==> src/rtl/hopfield_pkg.sv <==
// hopfield_pkg: constants and types shared by the Hopfield network and its spike readout
package hopfield_pkg;
  localparam int N_NEURONS   = 7;
  localparam int PATTERN_W   = 4;
  localparam int DEF_SETTLE  = 64;
  localparam int DEF_WINDOW  = 1024;
  localparam int DEF_CNT_W   = 8;
  localparam int DEF_THRESH  = 4;
  typedef enum logic [2:0] {
    ST_IDLE,
    ST_SETTLE,
    ST_COUNT,
    ST_EVAL,
    ST_HOLD
  } dec_state_t;
endpackage

==> src/rtl/spike_edge_counter.sv <==
// spike_edge_counter: rising-edge detector feeding a saturating event counter for one neuron
module spike_edge_counter #(
  parameter int CNT_W = 8
) (
  input  logic             clk,
  input  logic             reset_n,
  input  logic             clr,
  input  logic             en,
  input  logic             spike,
  output logic [CNT_W-1:0] count
);
  logic             prev_q, prev_d;
  logic [CNT_W-1:0] count_q, count_d;
  always_comb begin
    prev_d  = spike;
    count_d = clr ? '0 : (en && spike && !prev_q && count_q != '1) ? count_q + CNT_W'(1) : count_q;
  end
  always_ff @(posedge clk) begin
    if (!reset_n) begin
      prev_q  <= 1'b0;
      count_q <= '0;
    end else begin
      prev_q  <= prev_d;
      count_q <= count_d;
    end
  end
  assign count = count_q;
endmodule

==> src/rtl/spike_pattern_decoder.sv <==
// spike_pattern_decoder: settle, count spike edges per neuron over a window, threshold,
// and hand the recalled pattern to the host through valid/ready
module spike_pattern_decoder
  import hopfield_pkg::*;
#(
  parameter int N      = N_NEURONS,
  parameter int P      = PATTERN_W,
  parameter int SETTLE = DEF_SETTLE,
  parameter int WINDOW = DEF_WINDOW,
  parameter int CNT_W  = DEF_CNT_W,
  parameter int THRESH = DEF_THRESH
) (
  input  logic         clk,
  input  logic         reset_n,
  input  logic         start,
  input  logic [N-1:0] spikes,
  output logic         busy,
  output logic [P-1:0] pattern_out,
  output logic [N-1:0] active_mask,
  output logic         quiet,
  output logic         pattern_valid,
  input  logic         pattern_ready
);
  localparam int TW = $clog2((SETTLE > WINDOW ? SETTLE : WINDOW) + 1);
  localparam logic [TW-1:0] S_LD = TW'(SETTLE > 0 ? SETTLE - 1 : 0);
  localparam logic [TW-1:0] W_LD = TW'(WINDOW - 1);
  localparam logic [CNT_W-1:0] TH = CNT_W'(THRESH);
  dec_state_t       state_q, state_d;
  logic [TW-1:0]    timer_q, timer_d;
  logic [N-1:0]     active_mask_q, active_mask_d;
  logic             quiet_q, quiet_d;
  logic [N-1:0]     hit, nz;
  logic [CNT_W-1:0] count [N];
  logic             clr, en;
  assign clr = state_q == ST_IDLE && start;
  assign en  = state_q == ST_COUNT;
  for (genvar g = 0; g < N; g++) begin : g_nrn
    spike_edge_counter #(.CNT_W(CNT_W)) u_cnt (
      .clk     (clk),
      .reset_n (reset_n),
      .clr     (clr),
      .en      (en),
      .spike   (spikes[g]),
      .count   (count[g])
    );
    assign hit[g] = count[g] >= TH;
    assign nz[g]  = |count[g];
  end
  always_ff @(posedge clk) begin
    if (!reset_n) begin
      state_q       <= ST_IDLE;
      timer_q       <= '0;
      active_mask_q <= '0;
      quiet_q       <= 1'b0;
    end else begin
      state_q       <= state_d;
      timer_q       <= timer_d;
      active_mask_q <= active_mask_d;
      quiet_q       <= quiet_d;
    end
  end
  // the timer counts down to zero; a zero-length settle skips straight to counting
  always_comb begin
    state_d = state_q;
    timer_d = timer_q;
    case (state_q)
      ST_IDLE: if (start) begin
        state_d = SETTLE > 0 ? ST_SETTLE : ST_COUNT;
        timer_d = SETTLE > 0 ? S_LD : W_LD;
      end
      ST_SETTLE: begin
        state_d = timer_q == '0 ? ST_COUNT : ST_SETTLE;
        timer_d = timer_q == '0 ? W_LD : timer_q - TW'(1);
      end
      ST_COUNT: begin
        state_d = timer_q == '0 ? ST_EVAL : ST_COUNT;
        timer_d = timer_q == '0 ? '0 : timer_q - TW'(1);
      end
      ST_EVAL: state_d = ST_HOLD;
      ST_HOLD: state_d = pattern_ready ? ST_IDLE : ST_HOLD;
      default: state_d = ST_IDLE;
    endcase
    active_mask_d = state_q == ST_EVAL ? hit : active_mask_q;
    quiet_d       = state_q == ST_EVAL ? ~|nz : quiet_q;
  end
  always_comb begin
    busy          = state_q != ST_IDLE;
    pattern_valid = state_q == ST_HOLD;
  end
  assign active_mask = active_mask_q;
  assign pattern_out = active_mask_q[P-1:0];
  assign quiet       = quiet_q;
endmodule
==> config.mk <==
export PLATFORM = sky130hd
export DESIGN_NAME = spike_pattern_decoder
export DESIGN_NICKNAME = d
export VERILOG_FILES = /design/src/rtl/hopfield_pkg.sv /design/src/rtl/spike_edge_counter.sv /design/src/rtl/spike_pattern_decoder.sv
export SDC_FILE = /design/constraint.sdc
export NUM_CORES = 1
export LEC_CHECK = 0
export ABC_AREA = 1
export BUFFER_PORTS_ARGS = -buffer_cell sky130_fd_sc_hd__clkbuf_2
export CAP_MARGIN = 20
export CORE_UTILIZATION = 42
export CTS_CLUSTER_SIZE = 25
export DETAILED_ROUTE_END_ITERATION = 12
export GPL_ROUTABILITY_DRIVEN = 0
export PLACE_DENSITY = 0.62
export SYNTH_ARGS = -nofsm -noshare
export SYNTH_HDL_FRONTEND = slang
export SYNTH_HIERARCHICAL = 1
export SYNTH_SLANG_ARGS = --single-unit
==> constraint.sdc <==
create_clock -name clk -period 4.71 [get_ports clk]
set_clock_uncertainty 0.15 [all_clocks]
set_input_delay 0.2355 -clock clk [delete_from_list [all_inputs] [get_ports clk]]
set_output_delay 0.2355 -clock clk [all_outputs]
set_load 0.05 [all_outputs]
After elaboration in Yosys (flattened, before gate mapping)
Cells that the tools add are included.
{ "totals": {"reg_bits": 85} }
{ "op_classes": {"mux": 9, "bitwise": 1, "eq_ne": 12, "order_cmp": 7, "reduce_logical": 37, "addsub": 8} }
{ "op_table": {"columns": ["op", "n"], "rows": [
  ["$add A8 B1 Y8 const B", 7],
  ["$ge A8 B3 Y1 const B", 7],
  ["$ne A8 B8 Y1 const B", 7],
  ["$reduce_or A56 Y1", 1],
  ["$mux W11", 3],
  ["$pmux W11 S3", 1],
  ["$logic_and A1 B1 Y1", 22],
  ["$pmux W3 S5", 1],
  ["$logic_not A11 Y1", 1],
  ["$sub A11 B1 Y11 const B", 1],
  ["$logic_not A1 Y1", 8],
  ["$eq A3 B2 Y1 const B", 2],
  ["$mux W3", 2],
  ["$reduce_bool A3 Y1", 2],
  ["$eq A3 B1 Y1 const B", 1],
  ["$eq A3 B3 Y1 const B", 1],
  ["$logic_not A3 Y1", 1],
  ["$mux W2", 1],
  ["$ne A2 B2 Y1 const B", 1],
  ["$reduce_and A2 Y1", 1],
  ["$reduce_or A2 Y1", 1],
  ["$mux W1", 1],
  ["$not A1 Y1", 1]
]} }

Logic depth before layout (Yosys ltp)
{ "logic_depth": {"ltp_word": 4, "mapped_depth": 10, "ltp_nobuf": 10} }

Cells and area by module
Netlist, hierarchy kept.
{ "by_module_without_submodules": {"columns": ["module", "seq_area_each_um2", "cells_each", "area_each_um2", "n_inst"], "rows": [
  ["spike_edge_counter", 180.2, 77, 519.2, 7],
  ["spike_pattern_decoder", 440.4, 231, 1472.7, 1]
]} }

Least setup slack after synthesis
Ideal clock, no wire load.
{ "synth_timing": {"path_kind": "register to register", "startpoint": "register state_q[0]", "endpoint": "register g_nrn[0].u_cnt.count_q[4]", "path_stages_with_launch": 9, "slack_ns": 1.737, "setup_ns": 0.116, "required_ns": 4.444, "t_arrival_ns": 2.707, "path_cell_list": "dfxtp_1 -> inv_1 -> nand2_1 -> nor2_2 -> inv_1 -> nor2_1 -> nor2_8 -> nand2_1 -> nor2_2"} }
{ "synth_between": {"word_cells_on_any_way": 7} }
{ "synth_lines": {"columns": ["item", "line_no", "source"], "rows": [
  ["from (decl)", "spike_pattern_decoder.sv:28", "dec_state_t state_q, state_d;"],
  ["from (signal assigned)", "spike_pattern_decoder.sv:56", "state_q <= state_d;"],
  ["$logic_not A3 Y1", "spike_pattern_decoder.sv:35", "assign clr = state_q == ST_IDLE && start;"],
  ["$logic_and A1 B1 Y1", "spike_pattern_decoder.sv:35", null],
  ["net clr", "spike_pattern_decoder.sv:34", "logic clr, en;"],
  ["$reduce_or A2 Y1 (no source line)", null, null],
  ["to (signal assigned)", "spike_edge_counter.sv:24", "count_q <= count_d;"],
  ["to (decl)", "spike_edge_counter.sv:13", "logic [CNT_W-1:0] count_q, count_d;"]
]} }
The timed path passes the listed nets, and every way through them passes these cells.
A chain may end at the register's enable or synchronous reset.

Worst setup path after layout
{ "layout_timing": {"startpoint": "register state_q[2]", "endpoint": "register g_nrn[3].u_cnt.count_q[6]"} }
{ "layout_between": {"elab_chain_len": 4, "word_cells_on_any_way": 7} }
{ "layout_rtl": {"columns": ["item", "line_no", "source"], "rows": [
  ["$eq A3 B2 Y1", "spike_pattern_decoder.sv:36", "assign en = state_q == ST_COUNT;"],
  ["net en", "spike_pattern_decoder.sv:34", null],
  ["$logic_and A1 B1 Y1 (3 in series)", "spike_edge_counter.sv:16", "count_d = clr ? '0 : (en && spike && !prev_q && count_q != '1) ? count_q + CNT_W'(1) : count_q;"],
  ["to (signal assigned)", "spike_edge_counter.sv:24", null],
  ["to (decl)", "spike_edge_counter.sv:13", null]
]} }
The timed path passes the listed nets, and every way through them passes these cells.

==> impl_metrics.json <==
{
  "synthTopCellsByCount": "nand2_1, nor2_1, dfxtp_1",
  "synth_top_area_cell": "dfxtp_1",
  "area_delta_synth_final_pct": 10.63,
  "ys.flop_type": "dfxtp_1",
  "synth_edf_count": 0,
  "ant_nets": 0,
  "switchingPower_uw": 580.0,
  "die_x_um": 112.3,
  "clk_latency_ns": 0.34,
  "drc": 1,
  "postSynthCellCount": 770,
  "r2r_end": "g_nrn[3].u_cnt/count[6]",
  "violations": "DRC",
  "fin_nets": 820,
  "grt_usage_pct": 18.34,
  "p_sw_share_pct": 30.60,
  "die_h_um": 112.3,
  "cts_root_buf": "clkbuf_16",
  "antenna_found_initial": 0,
  "cts_buffers": 9,
  "criticalPathCategory": "flip-flop to flip-flop",
  "drv_cap": 0,
  "min_period_ns": 2.186,
  "hp-start": "pattern_ready",
  "slew_violations": 0,
  "grt_start_max_net_pins": 31,
  "port_buffers": 24,
  "dpl.hpwl_mm": 7.815,
  "multiInputGateArea_um2": 2933,
  "critPathRequiredTime_ns": 4.78,
  "regArea_um2": 1702,
  "ios": 25,
  "htreeDepth": 3,
  "startpoint": "state_q[2]",
  "cts_tree": "done",
  "fin_setup_tns_ns": 0,
  "grt_pass1_vias": 4206,
  "grt_overflow": 0,
  "fin_area_um2": 5650,
  "ys_seq_area_share_pct": 33.32,
  "placed_area_um2": 5299,
  "syn-cell-area_um2": 5107,
  "detail_route.wl_per_cell_um": 11.31,
  "diodes": 0,
  "synth_nets": 790,
  "vias": 4567,
  "synth_warnings": 6,
  "fmax_mhz": 457.4,
  "clk_path_buf_depth": 2,
  "drtIter0Drc": 233,
  "peakVddDrop_v": 0.0001429,
  "p_leak_nw": 2.393,
  "dr.pass1.iters": 8,
  "crit_path_end_kind": "flip-flop",
  "outcome": "finished, violations left",
  "reg2reg_from": "state_q[2]",
  "wl_mm": 10.70,
  "path_clk_slew_ns": 0.06,
  "cp-endpoint": "g_nrn[3].u_cnt/count[6]",
  "vias_per_cell": 4.828,
  "setup_viol": 0,
  "ys_ff_latch": 85,
  "pwr_density_cell_nw_per_um2": 335.4,
  "crit_fanout": 14,
  "ys_types": 32,
  "grt_pass1_wl_mm": 18.69,
  "min_path_type": "primary input to flip-flop",
  "critPathLaunchType": "flip-flop",
  "r2r_cells": 8,
  "setup_slack_ns": 2.524,
  "pwr-share-clk_pct": 36.5,
  "worst_pin_slew_ns": 0.6563,
  "finalCritPeriodShare_pct": 46.42,
  "netlist_top_cells_area": "dfxtp_1, nand2_1, nor2_1",
  "core_area_um2": 11610,
  "regToRegSetupSlack_ns": 2.52,
  "start_util_pct": 43.98,
  "num_rows": 39,
  "hold_viol": 0,
  "rsz0062_at_grt": "no",
  "comb_power_share_pct": 22.0,
  "p_seq_share_pct": 41.5,
  "relSlewSlack_pct": 56.25,
  "cts_sinks": 85,
  "synthMostInstantiatedCell": "nand2_1",
  "arrival_ns": 2.26,
  "die_area_um2": 12610,
  "fillers": 1164,
  "drive_gt1_share_pct": 17.56,
  "netlist.area_leader.share_pct": 33.32,
  "post-place-ws_ns": 2.533,
  "power.total_mw": 1.895,
  "p_int_mw": 1.315,
  "async_flop_share_pct": 0,
  "syn_area_per_cell_um2": 6.633
}
[cells by family (layout without fill, tap and decap cells)]
family | count (synthesis) | in the layout | synth area share [%]
compound gates | 69 | 69 | 7.325
xor+xnor | 3 | 3 | 0.5145
fa+ha+maj | 9 | 9 | 2.205
buf+inv | 107 | 140 | 9.309
flops | 85 | 85 | 33.32
simple gates | 497 | 497 | 47.33
[critical path, stage by stage, from the launching register on]
cell and delay (ns):
dfxtp_1 0.37, nor2_2 0.18, nand2_1 0.15, inv_1 0.42, nand2_1 0.13, nor2_2 0.22, nand2_1 0.10, nor3b_1 0.26
nor2_1 0.07
[registers in the layout, summed over array words and instances (netlist names)]
register            count
state_q                 3
active_mask             7
timer_q                11
g_nrn.u_cnt/count      56
g_nrn.u_cnt/prev_q      7
quiet                   1
[through the flow]
step,hold WS (ns),utilization (%),std cells
2_1_floorplan,0.1790,-,770
3_3_place_gp,0.3039,45.63,925
3_5_place_dp,0.3066,45.63,925
4_1_cts,0.03240,48.65,946
5_1_grt,0.06665,48.65,946
6_report,0.05783,48.65,946
[layout by cell type, fill, tap and decap left out, drive strengths merged]
cell         synthesis  final
nand4                2      2
or2                  8      8
ha                   9      9
dlygate4sd3          0      7
o21ai               20     20
nand3b               7      7
nor3b                7      7
clkinv               0      1
dfxtp               85     85
bufinv               0      1
buf                 13      1
nand3               66     66
clkbuf               0     36
a21oi               48     48
nor2               194    194
and2                 1      1
o21bai               1      1
nor3                 4      4
nand2              208    208
inv                 94     94
xor2                 3      3
[how the worst min path moves through the flow]
stage / to / slack [ns] / cells past startpoint
2_1_floorplan: g_nrn[0].u_cnt/prev_q / 0.18 / 2
4_1_cts: state_q[2] / 0.03 / 4
3_3_place_gp: g_nrn[6].u_cnt/prev_q / 0.30 / 3
6_report: state_q[2] / 0.06 / 4
3_5_place_dp: g_nrn[6].u_cnt/prev_q / 0.31 / 3
5_1_grt: state_q[2] / 0.07 / 4
[layout make-up]
type	instances	share of cell area [%]
clock buffer	12	4.362
clock inverter	2	0.6200
inverter	94	6.333
multi-input combinational	578	51.90
sequential	85	30.12
tap	143	3.167
timing repair buffer	32	3.499
[power by group through the flow]
| stage | sequential [mW] | clock, mW | combinational [mW] |
|---|---|---|---|
| finish | 0.787 | 0.692 | 0.417 |
| detailed placement | 0.802 | 0 | 0.413 |
| CTS | 0.787 | 0.717 | 0.420 |
| floorplan | 0.799 | 0 | 0.337 |
| global placement | 0.801 | 0 | 0.404 |
| global route | 0.791 | 0.747 | 0.472 |
[repair_timing]
| action | in CTS | in global routing |
|---|---|---|
| setup buffers | 0 | 0 |
| endpoints found under the hold margin | 7 | 0 |
| hold buffers | 7 | 0 |
| resized for setup | 0 | 0 |
[per-layer routing]
metal | GRT usage (%) | up-vias | wire [um] | part of all wire, %
met5 | 0 | - | 0 | 0
met4 | 7.111 | 0 | 166 | 1.6
met3 | 4.860 | 12 | 352 | 3.3
met2 | 30.60 | 55 | 5023 | 47
met1 | 22.60 | 2046 | 5157 | 48
li1 | - | 2454 | - | -
(Power assumes the default switching activity.)
